**src/rtl/dsp_slice_pkg.sv**
```systemverilog
// Shared definitions for the DSP-slice post-adder blocks.
//   DEFAULT_P_WIDTH : default datapath / P register width
//   alumode_e       : post-adder operation select encodings
package dsp_slice_pkg;

  localparam int unsigned DEFAULT_P_WIDTH = 48;

  typedef enum logic [1:0] {
    ALU_ADD     = 2'b00,  // Z' + X + cin
    ALU_NZ_ADD  = 2'b01,  // ~Z' + X + cin
    ALU_NOT_SUM = 2'b10,  // ~(Z' + X + cin)
    ALU_SUB     = 2'b11   // Z' - (X + cin)
  } alumode_e;

endpackage

```
**src/rtl/alu_core.sv**
```systemverilog
// Combinational post-adder operation.
// Ports:
//   x, z    : operands (z is the already-selected Z' operand)
//   cin     : carry-in bit
//   alumode : operation select (see dsp_slice_pkg::alumode_e)
//   result  : low P_WIDTH bits of the operation (wraps, no saturation)
//   carry   : carry for add, no-borrow for subtract, 0 otherwise
module alu_core
  import dsp_slice_pkg::*;
#(
  parameter int unsigned P_WIDTH = DEFAULT_P_WIDTH
) (
  input  logic [P_WIDTH-1:0] x,
  input  logic [P_WIDTH-1:0] z,
  input  logic               cin,
  input  logic [1:0]         alumode,
  output logic [P_WIDTH-1:0] result,
  output logic               carry
);

  logic [P_WIDTH:0]   sum_add;
  logic [P_WIDTH:0]   x_cin;
  logic [P_WIDTH:0]   diff;
  logic [P_WIDTH-1:0] sum_nz;

  always_comb begin
    sum_add = {1'b0, z} + {1'b0, x} + {{P_WIDTH{1'b0}}, cin};
    sum_nz  = ~z + x + {{(P_WIDTH-1){1'b0}}, cin};
    x_cin   = {1'b0, x} + {{P_WIDTH{1'b0}}, cin};
    // Top bit of the widened difference is the borrow out.
    diff    = {1'b0, z} - x_cin;
  end

  always_comb begin
    result = '0;
    carry  = 1'b0;
    unique case (alumode)
      ALU_ADD: begin
        result = sum_add[P_WIDTH-1:0];
        carry  = sum_add[P_WIDTH];
      end
      ALU_NZ_ADD: begin
        result = sum_nz;
      end
      ALU_NOT_SUM: begin
        result = ~sum_add[P_WIDTH-1:0];
      end
      ALU_SUB: begin
        result = diff[P_WIDTH-1:0];
        carry  = ~diff[P_WIDTH];
      end
    endcase
  end

endmodule

```
**src/rtl/post_adder_accum.sv**
```systemverilog
// Two-stage post-adder / accumulator with optional pattern detect.
// Stage 1 registers the operands; stage 2 computes through alu_core and
// registers the result. With accum=1 the Z operand is replaced by the
// current P register, so back-to-back accumulation uses the previous result.
// Optional feature macro: PATTERN_DETECT_EN (pattern_detect is 0 without it).
// Ports:
//   clk, rst_n     : clock (rising) and synchronous active-low reset
//   ce             : clock enable for every register
//   in_valid       : operands valid this cycle
//   x_in, z_in     : X and Z operands
//   carry_in       : carry-in bit
//   alumode        : operation select
//   accum          : 1 = use P register as Z operand
//   p_out          : registered result
//   carry_out      : registered carry / no-borrow
//   p_valid        : p_out holds a new result
//   pattern_detect : registered masked compare of p_out against PATTERN
module post_adder_accum
  import dsp_slice_pkg::*;
#(
  parameter int unsigned        P_WIDTH = DEFAULT_P_WIDTH,
  parameter logic [P_WIDTH-1:0] PATTERN = '0,
  parameter logic [P_WIDTH-1:0] MASK    = '0
) (
  input  logic               clk,
  input  logic               rst_n,
  input  logic               ce,
  input  logic               in_valid,
  input  logic [P_WIDTH-1:0] x_in,
  input  logic [P_WIDTH-1:0] z_in,
  input  logic               carry_in,
  input  logic [1:0]         alumode,
  input  logic               accum,
  output logic [P_WIDTH-1:0] p_out,
  output logic               carry_out,
  output logic               p_valid,
  output logic               pattern_detect
);

  // Stage 1 registers
  logic [P_WIDTH-1:0] x_q;
  logic [P_WIDTH-1:0] z_q;
  logic               cin_q;
  logic [1:0]         mode_q;
  logic               accum_q;
  logic               valid1_q;

  // Stage 2 registers
  logic [P_WIDTH-1:0] p_q;
  logic               carry_q;
  logic               pvalid_q;

  logic [P_WIDTH-1:0] z_sel;
  logic [P_WIDTH-1:0] alu_result;
  logic               alu_carry;

  always_ff @(posedge clk) begin
    if (!rst_n) begin
      x_q      <= '0;
      z_q      <= '0;
      cin_q    <= 1'b0;
      mode_q   <= '0;
      accum_q  <= 1'b0;
      valid1_q <= 1'b0;
    end else if (ce) begin
      x_q      <= x_in;
      z_q      <= z_in;
      cin_q    <= carry_in;
      mode_q   <= alumode;
      accum_q  <= accum;
      valid1_q <= in_valid;
    end
  end

  assign z_sel = accum_q ? p_q : z_q;

  alu_core #(
    .P_WIDTH (P_WIDTH)
  ) u_alu_core (
    .x       (x_q),
    .z       (z_sel),
    .cin     (cin_q),
    .alumode (mode_q),
    .result  (alu_result),
    .carry   (alu_carry)
  );

  always_ff @(posedge clk) begin
    if (!rst_n) begin
      p_q      <= '0;
      carry_q  <= 1'b0;
      pvalid_q <= 1'b0;
    end else if (ce) begin
      pvalid_q <= valid1_q;
      // Result registers only move on a real operation so idle cycles keep P.
      if (valid1_q) begin
        p_q     <= alu_result;
        carry_q <= alu_carry;
      end
    end
  end

`ifdef PATTERN_DETECT_EN
  logic pdet_q;

  always_ff @(posedge clk) begin
    if (!rst_n) begin
      pdet_q <= 1'b0;
    end else if (ce && valid1_q) begin
      pdet_q <= ((alu_result & ~MASK) == (PATTERN & ~MASK));
    end
  end

  assign pattern_detect = pdet_q;
`else
  assign pattern_detect = 1'b0;
`endif

  assign p_out     = p_q;
  assign carry_out = carry_q;
  assign p_valid   = pvalid_q;

endmodule

```
**config.mk**
```make
export PLATFORM = sky130hd
export DESIGN_NAME = post_adder_accum
export DESIGN_NICKNAME = d
export VERILOG_FILES = /design/src/rtl/dsp_slice_pkg.sv /design/src/rtl/alu_core.sv /design/src/rtl/post_adder_accum.sv
export SDC_FILE = /design/constraint.sdc
export NUM_CORES = 1
export LEC_CHECK = 0
export ABC_AREA = 1
export BUFFER_PORTS_ARGS = -buffer_cell sky130_fd_sc_hd__buf_2
export CAP_MARGIN = 20
export CORE_MARGIN = 3
export CORE_UTILIZATION = 40
export CTS_CLUSTER_SIZE = 14
export DETAILED_ROUTE_END_ITERATION = 6
export GPL_TIMING_DRIVEN = 0
export PLACE_DENSITY = 0.55
export SLEW_MARGIN = 20
export SYNTH_ARGS = -nofsm -noshare
export SYNTH_HDL_FRONTEND = slang
export SYNTH_SLANG_ARGS = --single-unit
export TNS_END_PERCENT = 20
```
**constraint.sdc**
```tcl
create_clock -name clk -period 4 [get_ports clk]
set_input_delay 0.4 -clock clk [delete_from_list [all_inputs] [get_ports clk]]
set_output_delay 0.4 -clock clk [all_outputs]
set_load 0.01 [all_outputs]
```
# Yosys cells after proc, flatten, opt, wreduce, memory -nomap -nowiden
# Index checks and enable logic that the tools add are counted.
dict set report word_totals {
  ff_bits 151
  input_bits 104
  output_inout_bits 51
}
dict set report op_classes {
  add_sub_neg 6
  n_eq_ne 3
  mux 3
  n_bitwise 3
  n_reduce_logical 2
}
# cell count
set op_table {}
lappend op_table {{$pmux W48 S4} 1}
lappend op_table {{$not A48 Y48} 2}
lappend op_table {{$add A48 B1 Y49} 1}
lappend op_table {{$add A48 B48 Y49} 1}
lappend op_table {{$add A49 B1 Y49} 1}
lappend op_table {{$sub A48 B49 Y49} 1}
lappend op_table {{$add A48 B1 Y48} 1}
lappend op_table {{$add A48 B48 Y48} 1}
lappend op_table {{$mux W48} 1}
lappend op_table {{$eq A2 B2 Y1 const B} 2}
lappend op_table {{$eq A2 B1 Y1 const B} 1}
lappend op_table {{$logic_not A2 Y1} 1}
lappend op_table {{$pmux W1 S2} 1}
lappend op_table {{$reduce_and A2 Y1} 1}
lappend op_table {{$not A1 Y1} 1}

# Longest topological paths before layout
# Gate-level depths: netlist of the first run.
dict set report depth {
  word_depth 5
  ltp_mapped 25
  depth_no_buf 24
}

# Hierarchy
# From an unflattened synthesis of the first run, not the netlist that was laid out.
dict set report unflattened {
  hier_cells 3778
  area_unflattened_um2 20508.4
}
# module instances cells_each area_per_inst_um2 seq_area_each_um2
set modules_own_cells {}
lappend modules_own_cells {alu_core 1 2918 14501.4 0.0}
lappend modules_own_cells {post_adder_accum 1 860 6007.0 3022.9}

# Worst setup path before layout of the first run
# OpenSTA, ideal clock, no wires.
dict set report synth_path {
  kind {reg2reg}
  startpoint {reg accum_q}
  endpoint {reg p_q[33], in the netlist p_out[33]}
  setup_ns 0.134
  arrival_time_ns 2.952
  required_ns 3.866
  slack_ns 0.914
  stages_incl_launch_ff 20
  period_less_slack_ns 3.086
  cell_sequence {dfxtp_1 inv_1 clkbuf_1 clkbuf_1 or2_2 o21ai_0 ha_1 fa_1 nand2_1 nor2_1 inv_1 nor2_1 and2_1 nand4_1 nand3_1 nand2_1 nand3_1 nand2_1 o21bai_1 a21oi_1}
}
dict set report synth_via {
  elab_chain_cells 5
  word_cells_on_any_way 9
  cone_classes {add/sub: 5; mux: 2; bitwise: 2}
}
# item line_no
set synth_rtl {}
lappend synth_rtl {{start, declared} post_adder_accum.sv:45} ;# logic accum_q;
lappend synth_rtl {{start signal, assigned} post_adder_accum.sv:70} ;# accum_q <= accum;
lappend synth_rtl {{$mux W48 *} post_adder_accum.sv:75} ;# assign z_sel = accum_q ? p_q : z_q;
lappend synth_rtl {{$add A48 B48 Y49 or $not A48 Y48 (tied branches)} {alu_core.sv:27, alu_core.sv:28}}
lappend synth_rtl {{$add A49 B1 Y49 or $add A48 B48 Y48 (tied branches)} {alu_core.sv:27, alu_core.sv:28}}
lappend synth_rtl {{$not A48 Y48 or $add A48 B1 Y48 (tied branches)} {alu_core.sv:46, alu_core.sv:28}}
lappend synth_rtl {{$pmux W48 S4 *} alu_core.sv:37} ;# unique case (alumode)
lappend synth_rtl {{end signal, assigned} post_adder_accum.sv:97} ;# p_q <= alu_result;
lappend synth_rtl {{end, declared} post_adder_accum.sv:49} ;# logic [P_WIDTH-1:0] p_q;
# Mark *: on every way between the ends. The rest lies on a longest branch, timed or not.
# A chain may end at the register's enable or synchronous reset.

# Worst setup path after layout of the first run
dict set report layout_path {
  startpoint {reg accum_q}
  endpoint {reg p_q[12], in the netlist p_out[12]}
}
# Same word-level chain as after synthesis.

==> results of run 1 <==
## cells in the final DEF, fill, tap and decap left out, types with 7 or more instances in the layout
| cell | Yosys | final |
|---|---|---|
| nand2_1 | 1020 | 1002 |
| inv_1 | 612 | 606 |
| nor2_1 | 413 | 391 |
| nand3_1 | 237 | 224 |
| a21oi_1 | 213 | 211 |
| o21ai_0 | 232 | 191 |
| buf_2 | 14 | 167 |
| ha_1 | 170 | 156 |
| dfxtp_1 | 151 | 150 |
| nand4_1 | 78 | 78 |
| clkbuf_1 | 69 | 59 |
| or2_2 | 48 | 48 |
| nor2_2 | 30 | 48 |
| o21bai_1 | 36 | 33 |
| nand2_2 | 13 | 31 |
| o21ai_1 | 18 | 30 |
| inv_2 | 28 | 29 |
| o21ai_2 | 0 | 28 |
| xor2_1 | 21 | 21 |
| fa_1 | 37 | 21 |
| clkbuf_16 | 0 | 17 |
| nand3_2 | 6 | 16 |
| fa_2 | 0 | 16 |
| buf_6 | 11 | 14 |
| nor3_1 | 17 | 13 |
| buf_4 | 6 | 12 |
| a21oi_2 | 8 | 10 |
| clkinv_1 | 10 | 10 |
| nand3b_1 | 10 | 10 |
| buf_1 | 8 | 8 |
| nor3_2 | 4 | 8 |
| ha_2 | 0 | 8 |
| nor4_1 | 7 | 7 |
## power by group
group | total [W] | switching (W) | leakage, nW | internal (W)
clock | 0.00174 | 0.000758 | 0.291 | 0.000983
combinational | 0.00477 | 0.00335 | 10.4 | 0.00142
sequential | 0.00170 | 0.000104 | 1.25 | 0.00160
## layer usage
layer	GRT usage, %	share of wire, %
met5	0	0.017
met4	10.86	3.3
met3	8.512	11
met2	56.69	42
met1	52.68	44
## tightest hold or removal path: cells and delay by family
family / cells / cell delay, ns
buffers and inverters: 1 / 0.08
AND/OR/NAND/NOR: 2 / 0.11
## cells in the mapped netlist, types with 3 or more instances
master and instances:
ha_1 170, o21ai_0 232, and2_1 6, or2_2 48, nor3_1 17, fa_1 37
nor3_2 4, nand2_1 1020, a21oi_1 213, buf_4 6, buf_6 11, a21o_1 3
o211ai_1 3, dfxtp_1 151, inv_1 612, nand4_1 78, nand2_2 13, o21ai_1 18
inv_2 28, clkinv_1 10, a21boi_0 4, or2_1 5, nand3_2 6, clkbuf_1 69
buf_1 8, nor2_1 413, o21bai_1 36, nand3_1 237, nand3b_1 10, nor2_2 30
nor4_1 7, xor2_1 21, a21oi_2 8, buf_2 14, a31oi_1 3
## stage by stage
| step | worst slack, ns | utilization (%) | power, W |
|---|---|---|---|
| detailed placement | -1.042 | 43.84 | 0.006131 |
| finish | 0.1012 | 46.36 | 0.008221 |
| global route | -0.05051 | 46.35 | 0.008742 |
| global placement | -1.031 | 43.84 | 0.006122 |
| CTS | -0.06863 | 45.59 | 0.007960 |
| floorplan | 0.9145 | - | 0.004612 |
## worst min path at each step
stage	start	end	cells past startpoint
final	z_in[8]	z_q[8]	3
after CTS	z_in[11]	z_q[11]	3
after global routing	x_in[24]	x_q[24]	3
after global placement	z_q[1]	z_q[1]	2
after floorplan	z_q[1]	z_q[1]	2
after detailed placement	z_q[1]	z_q[1]	2
## layout make-up
type | count | area (µm²) | area share, %
Sequential cell | 151 | 3024 | 13.33
Inverter | 651 | 2462 | 10.85
Antenna cell | 2 | 5.005 | 0.02206
Tap cell | 664 | 830.8 | 3.661
Clock buffer | 17 | 425.4 | 1.875
Clock inverter | 13 | 168.9 | 0.7444
Multi-Input combinational cell | 2651 | 14380 | 63.35
Buffer | 108 | 596.8 | 2.630
Timing Repair Buffer | 158 | 803.3 | 3.540
## flip-flops by register name, indices dropped and copies added (netlist names)
name,cells
p_out,48
x_q,48
z_q,48
mode_q,2
accum_q,1
carry_out,1
cin_q,1
p_valid,1
valid1_q,1
## repair_timing
action / in CTS / in global routing
hold endpoints to repair: 0 / 0
endpoints found under the setup margin: 45 / 40
cloned: 0 / 0
buffers inserted: 2 / 3
gates resized for setup: 106 / 111
pin swaps: 2 / 14
hold buffers: 0 / 0
## cell families (layout without fill, tap and decap cells)
logic type | count (synthesis) | after routing | share of synthesized area (%)
flip-flops | 151 | 151 | 15.22
AO/OA/AOI/OAI | 527 | 527 | 14.16
buffers and inverters | 759 | 947 | 14.97
other | 1 | 3 | 0.01888
adder cells (fa/ha/maj) | 207 | 207 | 14.44
AND/OR/NAND/NOR | 1895 | 1895 | 40.28
XOR/XNOR | 21 | 21 | 0.9259
==> impl_metrics.yaml, run 1 <==
critical_path:
  critPathLaunch: "accum_q"
  cp.required_ns: 4.33
  r2r-end: "p_out[12]"
  r2r-start: "accum_q"
  crit_path_frequent_cell: "nand2_1"
  r2r_cells: 16
  path_cells: "buf_6 > buf_6 > o21ai_2 > inv_1 > fa_1 > inv_1 > nand2_1 > inv_1 > nand2_1 > nand2_1 > nand2_1 > nand3_4 > o21ai_0 > nand4_1 > nand3_1 > a21oi_1"
  crit_fanout: 10
  cp-start-kind: "flop"
  path_class: "flop to flop"
  worst-path-buf-inv: 5
  worstSetupPathDepth: 16
  reg2reg_setup_slack_ns: 0.10
  critical-path-max-stage-delay_ns: 0.67
  endpoint: "p_out[12]"
  crit_path_end_kind: "flop"
  critical_path.slowest_cell: "o21ai_0"
  worstPathArrival_ns: 4.23
  critPathTopFamily: "compound AO/OA/AOI/OAI gates"
yosys:
  synth_edf_count: 0
  synth_area_um2: 19870
  yosys.area.top_type_share_pct: 19.27
  ys_types: 45
  ys_seq_area_share_pct: 15.22
  synth_seq_cells: 151
  synth.largest_area_cell: "nand2_1"
  synth_area_leaders: "nand2_1, dfxtp_1, inv_1"
  syn_inst: 3561
  syn_nets: 3872
  synthFlopType: "dfxtp_1"
  avgSynthCellArea_um2: 5.579
  synthArstFlopShare_pct: 0
  yosys_warnings: 0
route:
  finalWirelength_mm: 100.2
  num_vias: 23610
  dr.pass1.iters: 6
  drtAntennaViolNets: 0
  viasPerCell: 5.347
  avgRoutedWirePerCell_um: 22.69
  drt_iter0_drc: 2566
  route.detailed.drc: 0
clock_network:
  clock_path_buffers: 2
  numCtsBuffers: 17
  clk_pin_slew_ns: 0.07
  cts.sinks: 151
  tritoncts: "done"
  cts_root_buf: "clkbuf_16"
  clk_latency_ns: 0.48
  htree_levels: 4
timing:
  finalSetupTns_ns: 0
  tightestPinTransition_ns: 1.151
  slew_viol_final: 0
  slew_headroom_pct: 22.43
  min_period_ns: 3.899
  fmax_ghz: 0.2565
  finalClockSkew_ns: 0.03050
  fin_hold_ws_ns: 0.1569
  rsz0062_at_grt: "yes"
  setup_viol: 0
  min_period_over_period_pct: 97.47
  hold_violations: 0
floorplan:
  die_area_um2: 52370
  ios: 155
  die_h_um: 228.9
  fp.dieW_um: 228.9
  start_util_pct: 40.58
  core_area_um2: 48950
  num_rows: 81
global_routing:
  grt_use_total_pct: 37.31
  grt_pass1_wl_mm: 142.3
  gr-total-overflow: 0
  antenna_found_initial: 2
  grt_pass1_vias: 21910
  grt_max_degree: 17
power:
  irDropWorstVdd_mv: 0.3255
  leakagePower_nw: 11.94
  power.density_nw_per_um2: 362.3
job:
  drv_cap: 0
final_layout:
  fillers: 5643
  nets: 4049
  syn2layout_area_growth_pct: 14.23
  layout.cells.non_filler: 4415
  fin_area_um2: 22690
  drive_gt1_share_pct: 13.23
placement:
  placedCellCount: 4378
  hpwl_mm: 85.87
  dpl_cell_area_um2: 21460
  gp_congestion: 1.054
  io_buffers: 153
outcome:
  outcome: "finished, final reports clean"
min_path:
  hold_path_class: "input pin to flop"
Note: power is estimated with default switching activity, not from simulation.
==> run 2, diff against run 1 <==
Settings changed: SKIP_LAST_GASP set to 1, SYNTH_HIERARCHICAL set to 1.
==> impl_metrics.yaml, run 2 <==
final_layout:
  final_cell_mix: "nand2_1, inv_1, nor2_1, nand3_1, o21ai_0"
  seq_area_um2: 3024
  fillers: 5821
  nets: 4282
  final_util_pct: 47.74
  syn2layout_area_growth_pct: 17.26
  diodes: 0
  fin_area_um2: 24050
  multi_input_area_um2: 15110
  drive_gt1_share_pct: 15.17
  final_common_cell: "nand2_1"
power:
  combPwrFrac_pct: 60.9
  leakagePower_nw: 13.13
  p_sw_share_pct: 52.18
  power.density_nw_per_um2: 356.5
  irDropWorstVdd_mv: 0.3228
  p_clk_share_pct: 19.2
  p_int_w: 0.004099
  seqPwrFrac_pct: 19.9
  switchingPower_w: 0.004473
clock_network:
  clk_pin_slew_ns: 0.07
  numCtsBuffers: 17
  cts_hold_buf: 0
  clk_latency_ns: 0.47
  tritoncts: "done"
  clock_path_buffers: 2
  cts.sinks: 151
  cts_root_buf: "clkbuf_16"
  htree_levels: 4
yosys:
  ys_seq_area_share_pct: 14.74
  yosys_warnings: 6
  yosysMostFrequentCell: "nand2_1"
  ys_top_cells_by_count: "nand2_1, inv_1, nor2_1"
  synthFlopType: "dfxtp_1"
  synthArstFlopShare_pct: 0
  synth_area_leaders: "nand2_1, dfxtp_1, inv_1"
  yosys.area.top_type_share_pct: 21.47
  syn_nets: 4079
  synth_edf_count: 0
  avgSynthCellArea_um2: 5.428
  synth_seq_cells: 151
  syn_inst: 3778
  synth_area_um2: 20510
  ys_types: 50
  synth.largest_area_cell: "nand2_1"
route:
  num_vias: 24120
  drtAntennaViolNets: 0
  finalWirelength_mm: 96.98
  dr.pass1.iters: 6
  avgRoutedWirePerCell_um: 20.78
  drt_iter0_drc: 2516
  route.detailed.drc: 0
  viasPerCell: 5.169
critical_path:
  cp.required_ns: 4.35
  worstPathArrival_ns: 4.37
  r2r_cells: 27
  cp-start-kind: "flop"
  crit_fanout: 8
  crit_path_end_kind: "flop"
  path_class: "flop to flop"
floorplan:
  die_area_um2: 54020
  ios: 155
  die_h_um: 232.4
  num_rows: 82
  start_util_pct: 40.71
  fp.dieW_um: 232.4
  core_area_um2: 50380
min_path:
  hold_path_class: "input pin to flop"
  hold_path_depth: 3
timing:
  tightestPinTransition_ns: 1.094
  min_period_ns: 4.017
  slew_viol_final: 0
  setup_ws_ns: -0.01670
  slew_headroom_pct: 27.10
  finalClockSkew_ns: 0.01522
  rsz0062_at_grt: "yes"
  min_period_over_period_pct: 100.4
  fmax_ghz: 0.2490
  hold_violations: 0
  finalSetupTns_ns: -0.02677
  setup_viol: 2
global_routing:
  antenna_found_initial: 1
  grt_pass1_vias: 21910
  grt_pass1_wl_mm: 137.2
  grt_max_degree: 17
  gr-total-overflow: 0
  grt_use_total_pct: 34.89
job:
  drv_cap: 0
placement:
  gp_congestion: 1.026
  dpl_cell_area_um2: 22110
  hpwl_mm: 82.98
  io_buffers: 151
outcome:
  failed_checks: "setup timing"
  outcome: "complete, but fails checks"
run 2: cell types whose count changed after synthesis, moves of 13 or more:
cell / change
a21oi_1: -52
buf_2: +29
buf_6: +13
clkbuf_1: -36
ha_1: -17
inv_1: +77
nand2_1: +153
nand4_1: -43
nor2_1: +188
o21ai_0: -32
o21ai_1: -13
o21bai_1: -26
or2_2: -43
run 2: per-stage QoR:
stage | std cells | worst slack [ns] | power [W] | hold WS [ns]
finish | 4666 | -0.01670 | 0.008572 | 0.1479
global route | 4666 | -0.1283 | 0.009098 | 0.1502
CTS | 4642 | -0.07451 | 0.008177 | 0.1165
detailed placement | 4601 | -1.204 | 0.006359 | 0.4847
global placement | 4601 | -1.187 | 0.006366 | 0.4765
floorplan | 3778 | 0.4726 | 0.004765 | 0.4638
run 2: layer usage:
layer / share of wire [%] / vias up / GRT usage [%]
met5: 0.013 / - / 0
met4: 2.7 / 2 / 9.140
met3: 11 / 117 / 6.232
met2: 41 / 1071 / 52.14
met1: 45 / 11050 / 51.27
li1: - / 11880 / -
run 2: cells by family after synthesis:
family                   synth area share (%)
flip-flops                              14.74
AO/OA/AOI/OAI                           10.38
buffers and inverters                   16.51
other                                 0.01829
adder cells (fa/ha/maj)                 13.63
XOR/XNOR                               0.9822
AND/OR/NAND/NOR                         43.74
run 2: final cells by class:
class                   count  area share [%]
multi-input cells        2799           62.84
flip-flops and latches    151           12.58
inverters                 712           11.13
repair buffers            184           4.313
well taps                 672           3.496
plain buffers             116           3.262
clock buffers              21           1.915
clock inverters            11          0.4683
run 2: what timing repair did:
action                                  in CTS  in global routing
pin swaps                                   13                 43
buffers inserted                             9                 23
endpoints found under the setup margin      45                 43
cloned                                       0                  1
gates resized for setup                    131                161
run 2: path summary, 6_finish.rpt:
check                              from  slack, ns        end
worst max-delay path            accum_q      -0.02  p_out[40]
worst min register to register  z_q[29]       0.50    z_q[29]
worst max register to register  accum_q      -0.02  p_out[40]
worst min-delay path            x_in[2]       0.15     x_q[2]
run 2: worst max-delay path, cell delays in order, from the launching register on:
cell	delay, ns
dfxtp_2	0.34
buf_8	0.15
buf_12	0.14
nor2_2	0.06
a21oi_4	0.14
inv_2	0.06
fa_2	0.59
ha_1	0.15
inv_1	0.07
nand2_4	0.05
inv_1	0.05
fa_2	0.41
nand2_4	0.14
nand2_4	0.07
nand2_4	0.08
nand2_1	0.06
nand3_2	0.11
nand2_1	0.07
nand3_1	0.15
nand2_1	0.17
nand2_1	0.10
nand2_1	0.05
nand3_1	0.16
nand3_1	0.11
nand2_1	0.12
nand2_1	0.07
nor2_1	0.14
nor2_1	0.06
run 2: power groups by stage:
stage | Sequential (W) | Combinational (W) | Clock (W)
global route | 0.00172 | 0.00566 | 0.00172
CTS | 0.00170 | 0.00480 | 0.00168
global placement | 0.00173 | 0.00463 | 0
finish | 0.00171 | 0.00522 | 0.00164
detailed placement | 0.00174 | 0.00462 | 0
floorplan | 0.00171 | 0.00306 | 0
